===== config.mk =====
export PLATFORM = sky130hd
export DESIGN_NAME = ram_fill
export DESIGN_NICKNAME = d
export VERILOG_FILES = /design/src/rtl/ram_fill.sv
export SDC_FILE = /design/constraint.sdc
export NUM_CORES = 1
export LEC_CHECK = 0
export ABC_AREA = 1
export CAP_MARGIN = 20
export CORE_MARGIN = 4
export CORE_UTILIZATION = 40
export CTS_BUF_LIST = sky130_fd_sc_hd__clkbuf_16
export DETAILED_ROUTE_END_ITERATION = 6
export PLACE_DENSITY = 0.75
export SKIP_LAST_GASP = 1
export SYNTH_ARGS = -nofsm -noshare
export SYNTH_HDL_FRONTEND = slang
export SYNTH_SLANG_ARGS = --single-unit

===== constraint.sdc =====
create_clock -name clk -period 1.8 [get_ports clk]
set_input_delay 0.18 -clock clk [delete_from_list [all_inputs] [get_ports clk]]
set_output_delay 0.18 -clock clk [all_outputs]
set_load 0.01 [all_outputs]

===== src/rtl/ram_fill.sv =====
// RAM region initialiser: writes LEN words from BASE, one per clock, either a
// constant or an incrementing pattern, then pulses done (with err on range/abort).
module ram_fill #(
   parameter int ADDR_W = 8,
   parameter int DATA_W = 6,
   parameter int DEPTH  = 250
) (
   input  logic              clk,
   input  logic              resetn,
   input  logic              start,
   input  logic [ADDR_W-1:0] base_addr,
   input  logic [ADDR_W:0]   length,
   input  logic [DATA_W-1:0] fill_data,
   input  logic              mode,
   input  logic              abort,
   output logic [ADDR_W-1:0] ram_addr,
   output logic              ram_wren,
   output logic [DATA_W-1:0] ram_data,
   output logic              busy,
   output logic              done,
   output logic              err
);

   typedef enum logic [1:0] {IDLE, WRITE, DONE} state_t;

   localparam logic [ADDR_W:0] DEPTH_V = (ADDR_W+1)'(DEPTH);

   state_t            state, state_d;
   logic [ADDR_W:0]   len_q, len_d;
   logic [ADDR_W:0]   cnt_q, cnt_d;
   logic              mode_q, mode_d;
   logic [ADDR_W-1:0] addr_d;
   logic [DATA_W-1:0] data_d;
   logic              wren_d, err_d;
   logic [ADDR_W:0]   end_addr;

   // One past the last address written; may legitimately equal DEPTH.
   assign end_addr = {1'b0, base_addr} + length;

   always_ff @(posedge clk or negedge resetn) begin
      if (!resetn) begin
         state    <= IDLE;
         len_q    <= '0;
         cnt_q    <= '0;
         mode_q   <= 1'b0;
         ram_addr <= '0;
         ram_data <= '0;
         ram_wren <= 1'b0;
         err      <= 1'b0;
      end else begin
         state    <= state_d;
         len_q    <= len_d;
         cnt_q    <= cnt_d;
         mode_q   <= mode_d;
         ram_addr <= addr_d;
         ram_data <= data_d;
         ram_wren <= wren_d;
         err      <= err_d;
      end
   end

   always_comb begin
      state_d = state;
      len_d   = len_q;
      cnt_d   = cnt_q;
      mode_d  = mode_q;
      addr_d  = ram_addr;
      data_d  = ram_data;
      wren_d  = 1'b0;
      err_d   = err;
      case (state)
         IDLE: begin
            if (start) begin
               len_d  = length;
               mode_d = mode;
               if (end_addr > DEPTH_V) begin
                  state_d = DONE;
                  err_d   = 1'b1;
               end else if (length == '0) begin
                  state_d = DONE;
               end else begin
                  // Word 0 goes out on the capture edge itself.
                  state_d = WRITE;
                  wren_d  = 1'b1;
                  addr_d  = base_addr;
                  data_d  = fill_data;
                  cnt_d   = (ADDR_W+1)'(1);
               end
            end
         end
         WRITE: begin
            // cnt_q counts words already presented, including this cycle's.
            if (abort || cnt_q == len_q) begin
               state_d = DONE;
               err_d   = abort;
            end else begin
               wren_d = 1'b1;
               addr_d = ram_addr + ADDR_W'(1);
               data_d = mode_q ? ram_data + DATA_W'(1) : ram_data;
               cnt_d  = cnt_q + (ADDR_W+1)'(1);
            end
         end
         DONE: begin
            state_d = IDLE;
            err_d   = 1'b0;
         end
         default: state_d = IDLE;
      endcase
   end

   assign busy = (state != IDLE);
   assign done = (state == DONE);

endmodule


---- Word level (Yosys, flattened, before mapping) ----
Index checks and enable logic that the tools add are counted.
W data, S select, Z words.
word-level totals
  flip-flop bits (word level) ............. 37
  logic and storage cells ................. 64
  bits of input ports ..................... 28
operators by class
  magnitude comparators ................... 1
  muxes and demuxes ....................... 30
  equality and inequality tests ........... 10
  add/subtract/negate cells ............... 4
  reductions and logical operators ........ 11
operator list
  operator               count
  $mux W9                4
  $mux W8                4
  $mux W6                5
  $pmux W9 S2            1
  $pmux W8 S2            1
  $ne A2 B2 Y1 const B   7
  $pmux W6 S2            1
  $add A8 B9 Y9          1
  $add A9 B1 Y9 const B  1
  $eq A9 B9 Y1           1
  $gt A9 B8 Y1 const B   1
  $logic_not A9 Y1       1
  $add A8 B1 Y8 const B  1
  $mux W2                4
  $mux W1                7
  $add A6 B1 Y6 const B  1
  $reduce_and A6 Y1      1
  $reduce_and A5 Y1      1
  $pmux W2 S2            1
  $reduce_and A2 Y1      2
  $reduce_and A4 Y1      1
  $reduce_bool A2 Y1     2
  $pmux W1 S3            1
  $reduce_bool A3 Y1     1
  5 further kinds        5

---- Longest topological paths before layout ----
  word-level depth ........................ 5
  mapped depth ............................ 15

---- Worst setup path after synthesis ----
Ideal clock, no wire load.
  path type ............................... input port to flip-flop
  from .................................... input port base_addr[0]
  to ...................................... register ram_addr[4]
  path slack .............................. -0.092 ns
  arrival ................................. 1.776 ns
  cell stages on the path ................. 14
  library setup time ...................... 0.117 ns
  required time ........................... 1.683 ns
  cell sequence ........................... ha_1 fa_1 nand2_1 nand3_1 nand2_1 nor2_1 nand2_1 nor2_1 nand3_2 nand4_4 nand2_4 buf_6 nand2_1 nand2_1
on the way
  word-level cells in the longest chain between the ends .. 4
ends and longest elaborated chain
  element                      line  source
  from (decl)                  11    input logic [ADDR_W-1:0] base_addr,
  $add A8 B9 Y9                38    assign end_addr = {1'b0, base_addr} + length;
  $gt A9 B8 Y1                 76    if (end_addr > DEPTH_V) begin
  $ne A2 B2 Y1 (no line)       -
  $reduce_and A5 Y1 (no line)  -
  to (signal assigned)         55    ram_addr <= addr_d;
  to (decl)                    16    output logic [ADDR_W-1:0] ram_addr,
Every way passes these cells.
A chain may end at the register's enable or synchronous reset.

---- Worst setup path in the final report ----
  from .................................... input port length[0]
  to ...................................... register cnt_q[3]
on the way
  word-level cells in the longest chain between the ends .. 4
  elaborated cells on any way between the ends .. 6
  those cells by class .................... add/sub (1); order compare (1); eq/ne (2); reduce/logical (2)
ends and longest elaborated chain
  element                          line  source
  from (decl)                      12    input logic [ADDR_W:0] length,
  $add A8 B9 Y9                    38
  $gt A9 B8 Y1                     76
  $ne A2 B2 Y1 (no line)           -
  $reduce_and A5 Y1 (no line) (*)  -
  to (signal assigned)             53    cnt_q <= cnt_d;
  to (decl)                        30    logic [ADDR_W:0] cnt_q, cnt_d;
Every way passes the cells marked *; elsewhere a longest branch is shown, timed or not.

==> reports/metrics.cfg <==
[outcome]
run_status = complete, but fails checks
violations = negative setup slack

[drt]
vias = 2641
drt_wl_total_microns = 7620
dr.pass1.iters = 4
drc = 0
via_per_inst = 5.20
wl_per_cell_microns = 15.0
postRouteAntennaNets = 0
drt-initial-drc-count = 166

[sta]
tightest_slew_ns = 0.492
slew_headroom_pct = 67.2
hold_violations = 0
rsz0062_at_grt = yes
setup_ws_ns = -0.0590
tns_ns = -0.719
fin_crit_ns = 1.86
slew_violations = 0
finalSetupViolCount = 24
skew_ns = 0.00514
fin_crit_sh_pct = 103
max_freq_mhz = 538

[power_and_ir_drop]
p_total_mw = 4.97
p_leak_nw = 1.85
p_per_area_nw_per_um2 = 1340
irDropWorstVdd_uv = 723

[die]
die-area_sq_um = 7670
chipHeight_microns = 87.6
die_w_microns = 87.6
start_util_pct = 42.1
core_area_sq_um = 6030
io_pins = 46
core.rowCount = 28

[synthesis]
synth_compound_gate_area_share_pct = 6.47
synth_top_family_by_area = simple AND/OR/NAND/NOR gates
synth_xor_area_share_pct = 5.18
ys_ff_latch = 37
yosysSeqAreaShare_pct = 36.5
synth_area_sq_um = 2530
synth-simple-area-share_pct = 39.3
netlist-cell-type-count = 33
netlist_instances = 353
synthAdderAreaFrac_pct = 6.22
yosysWarnings = 0
syn-num-nets = 393
syn-mean-instance-area_sq_um = 7.18
synth_mux_area_share_pct = 0

[clock_tree]
cts_tree = done
cts_max_level = 2
clk_pin_slew_ns = 0.06
ctsRootBufferMaster = clkbuf_16
cts.sinks = 37
clockBufferDepth = 2
numCtsBuffers = 5
clkLatencyLatePin_ns = 0.29

[min_path]
hold_path.class = primary input to flop
worst_hold_startpoint = length[0]
min_path_cells = 4

[worst_setup_path]
critPathMaxStageDelay_ns = 0.54
critPathMaxFanout = 4
cp_common_cell = nand2_1
reg2reg_from = state[0]$_DFFE_PN0P_
crit_required_ns = 1.97
setup.worst_path.start = length[0]
cp_slowest_cell = fa_2
reg2reg_depth = 8
critical_path_class = primary input to flop
cp-start-kind = primary input
worst-endpoint-arrival_ns = 2.03
end_kind = flop
path_cells = buf_8 -> ha_4 -> fa_2 -> nand2_2 -> nand3_2 -> nand2_1 -> nor2_1 -> nand2_1 -> nor2_2 -> nand3_2 -> nand4_4 -> buf_12 -> nand2_4 -> nand2_1 -> nand2_1

[finish]
drive_gt1_share_pct = 21.2
num_antenna_cells = 0
final_cell_mix = nand2_1, dfrtp_1, nand3_1
mostFrequentLayoutCell = nand2_1
syn_to_final_growth_pct = 46.6
nNetsFinal = 472

[run]
cap_violations = 0

[place]
numPortBuffers = 45
hpwl_microns = 4930
place_congestion = 0.844

[global_routing]
grt_max_degree = 38
overflow = 0
grt_pass1_wl_microns = 12400
antenna_found_initial = 0
grt_use_total_pct = 20.8
grt_pass1_vias = 2604

final cells by class:
class                      count  area [sq um]
clock inverter                 3          65.1
tap                           75          93.8
inverter                      28           105
timing repair buffer          79           741
fill                         511          2310
sequential                    37           926
clock buffer                   5           125
multi-input combinational    281          1660
through the flow:
step	instances	worst slack, ns	cell area, sq um	hold slack, ns	utilization (%)
2_1_floorplan	353	-0.0865	2550	-0.116	-
3_3_place_gp	488	-0.694	3230	0.263	53.6
3_5_place_dp	488	-0.746	3230	0.265	53.6
4_1_cts	505	0.00838	3650	0.207	60.7
5_1_grt	508	-0.164	3720	0.201	61.7
6_report	508	-0.0590	3720	0.201	61.7
cells in the mapped netlist, drive strengths merged:
cell type    n  area (sq um)
nand2      135           527
nand3       46           240
dfrtp       37           926
inv         28           105
nor2        28           120
o21ai       15          75.1
ha          11           138
xor2        10          87.6
a21oi        9          60.1
buf          6          43.8
nor3         5          25.0
xnor2        5          43.8
clkbuf       3          11.3
nand4        3          33.8
nor3b        3          22.5
a31oi        2          12.5
nand3b       2          15.0
nor4         2          12.5
a31o         1          8.76
fa           1          20.0
o21a         1          7.51
report_power, final:
group	total (mW)	internal (mW)	leakage [nW]	switching, mW
clock network	1.15	0.791	0.0938	0.354
registers	1.51	1.15	0.471	0.364
logic	2.31	1.08	1.29	1.23
total	4.97	3.02	1.85	1.94
sequential cells by signal, indices dropped and copies added, names as in the netlist:
register,flops
ram_addr,8
ram_wren,1
cnt_q,9
len_q,9
mode_q,1
err,1
ram_data,6
state,2
final timing paths:
kind / end / slack [ns]
max reg2reg: ram_addr[1]$_DFFE_PN0P_ / 0.03
min in group asynchronous: cnt_q[6]$_DFFE_PN0P_ / 0.47
min: len_q[0]$_DFFE_PN0P_ / 0.20
max in group asynchronous: len_q[3]$_DFFE_PN0P_ / 0.99
min reg2reg: err$_DFFE_PN0P_ / 0.48
max: cnt_q[3]$_DFFE_PN0P_ / -0.06
critical path: cells and delay by family:
family,cells,cell delay [ns]
and+or+nand+nor,11,0.89
adders and majority gates,2,0.69
buffers and inverters,2,0.26
kinds of logic after synthesis:
group / Yosys count
xor gates and xnor gates: 15
buffers and inverters: 37
and+or+nand+nor: 224
DFF: 37
adders and majority gates: 12
AOI/OAI and AO/OA: 28
timing repair:
action	CTS	global route
setup endpoints to repair	27	27
hold buffers	1	0
pin swaps	15	8
setup buffers	4	4
hold endpoints to repair	37	0
resized for setup	47	22
cloned	4	0
per-layer routing:
layer	vias to the layer above	part of all wire, %	global-route usage (%)
li1	1303	-	-
met1	1237	42	27.3
met2	86	50	32.9
met3	15	6.3	3.76
met4	0	2.2	10.3
met5	-	0	0
Note: power is estimated with default switching activity, not from simulation.
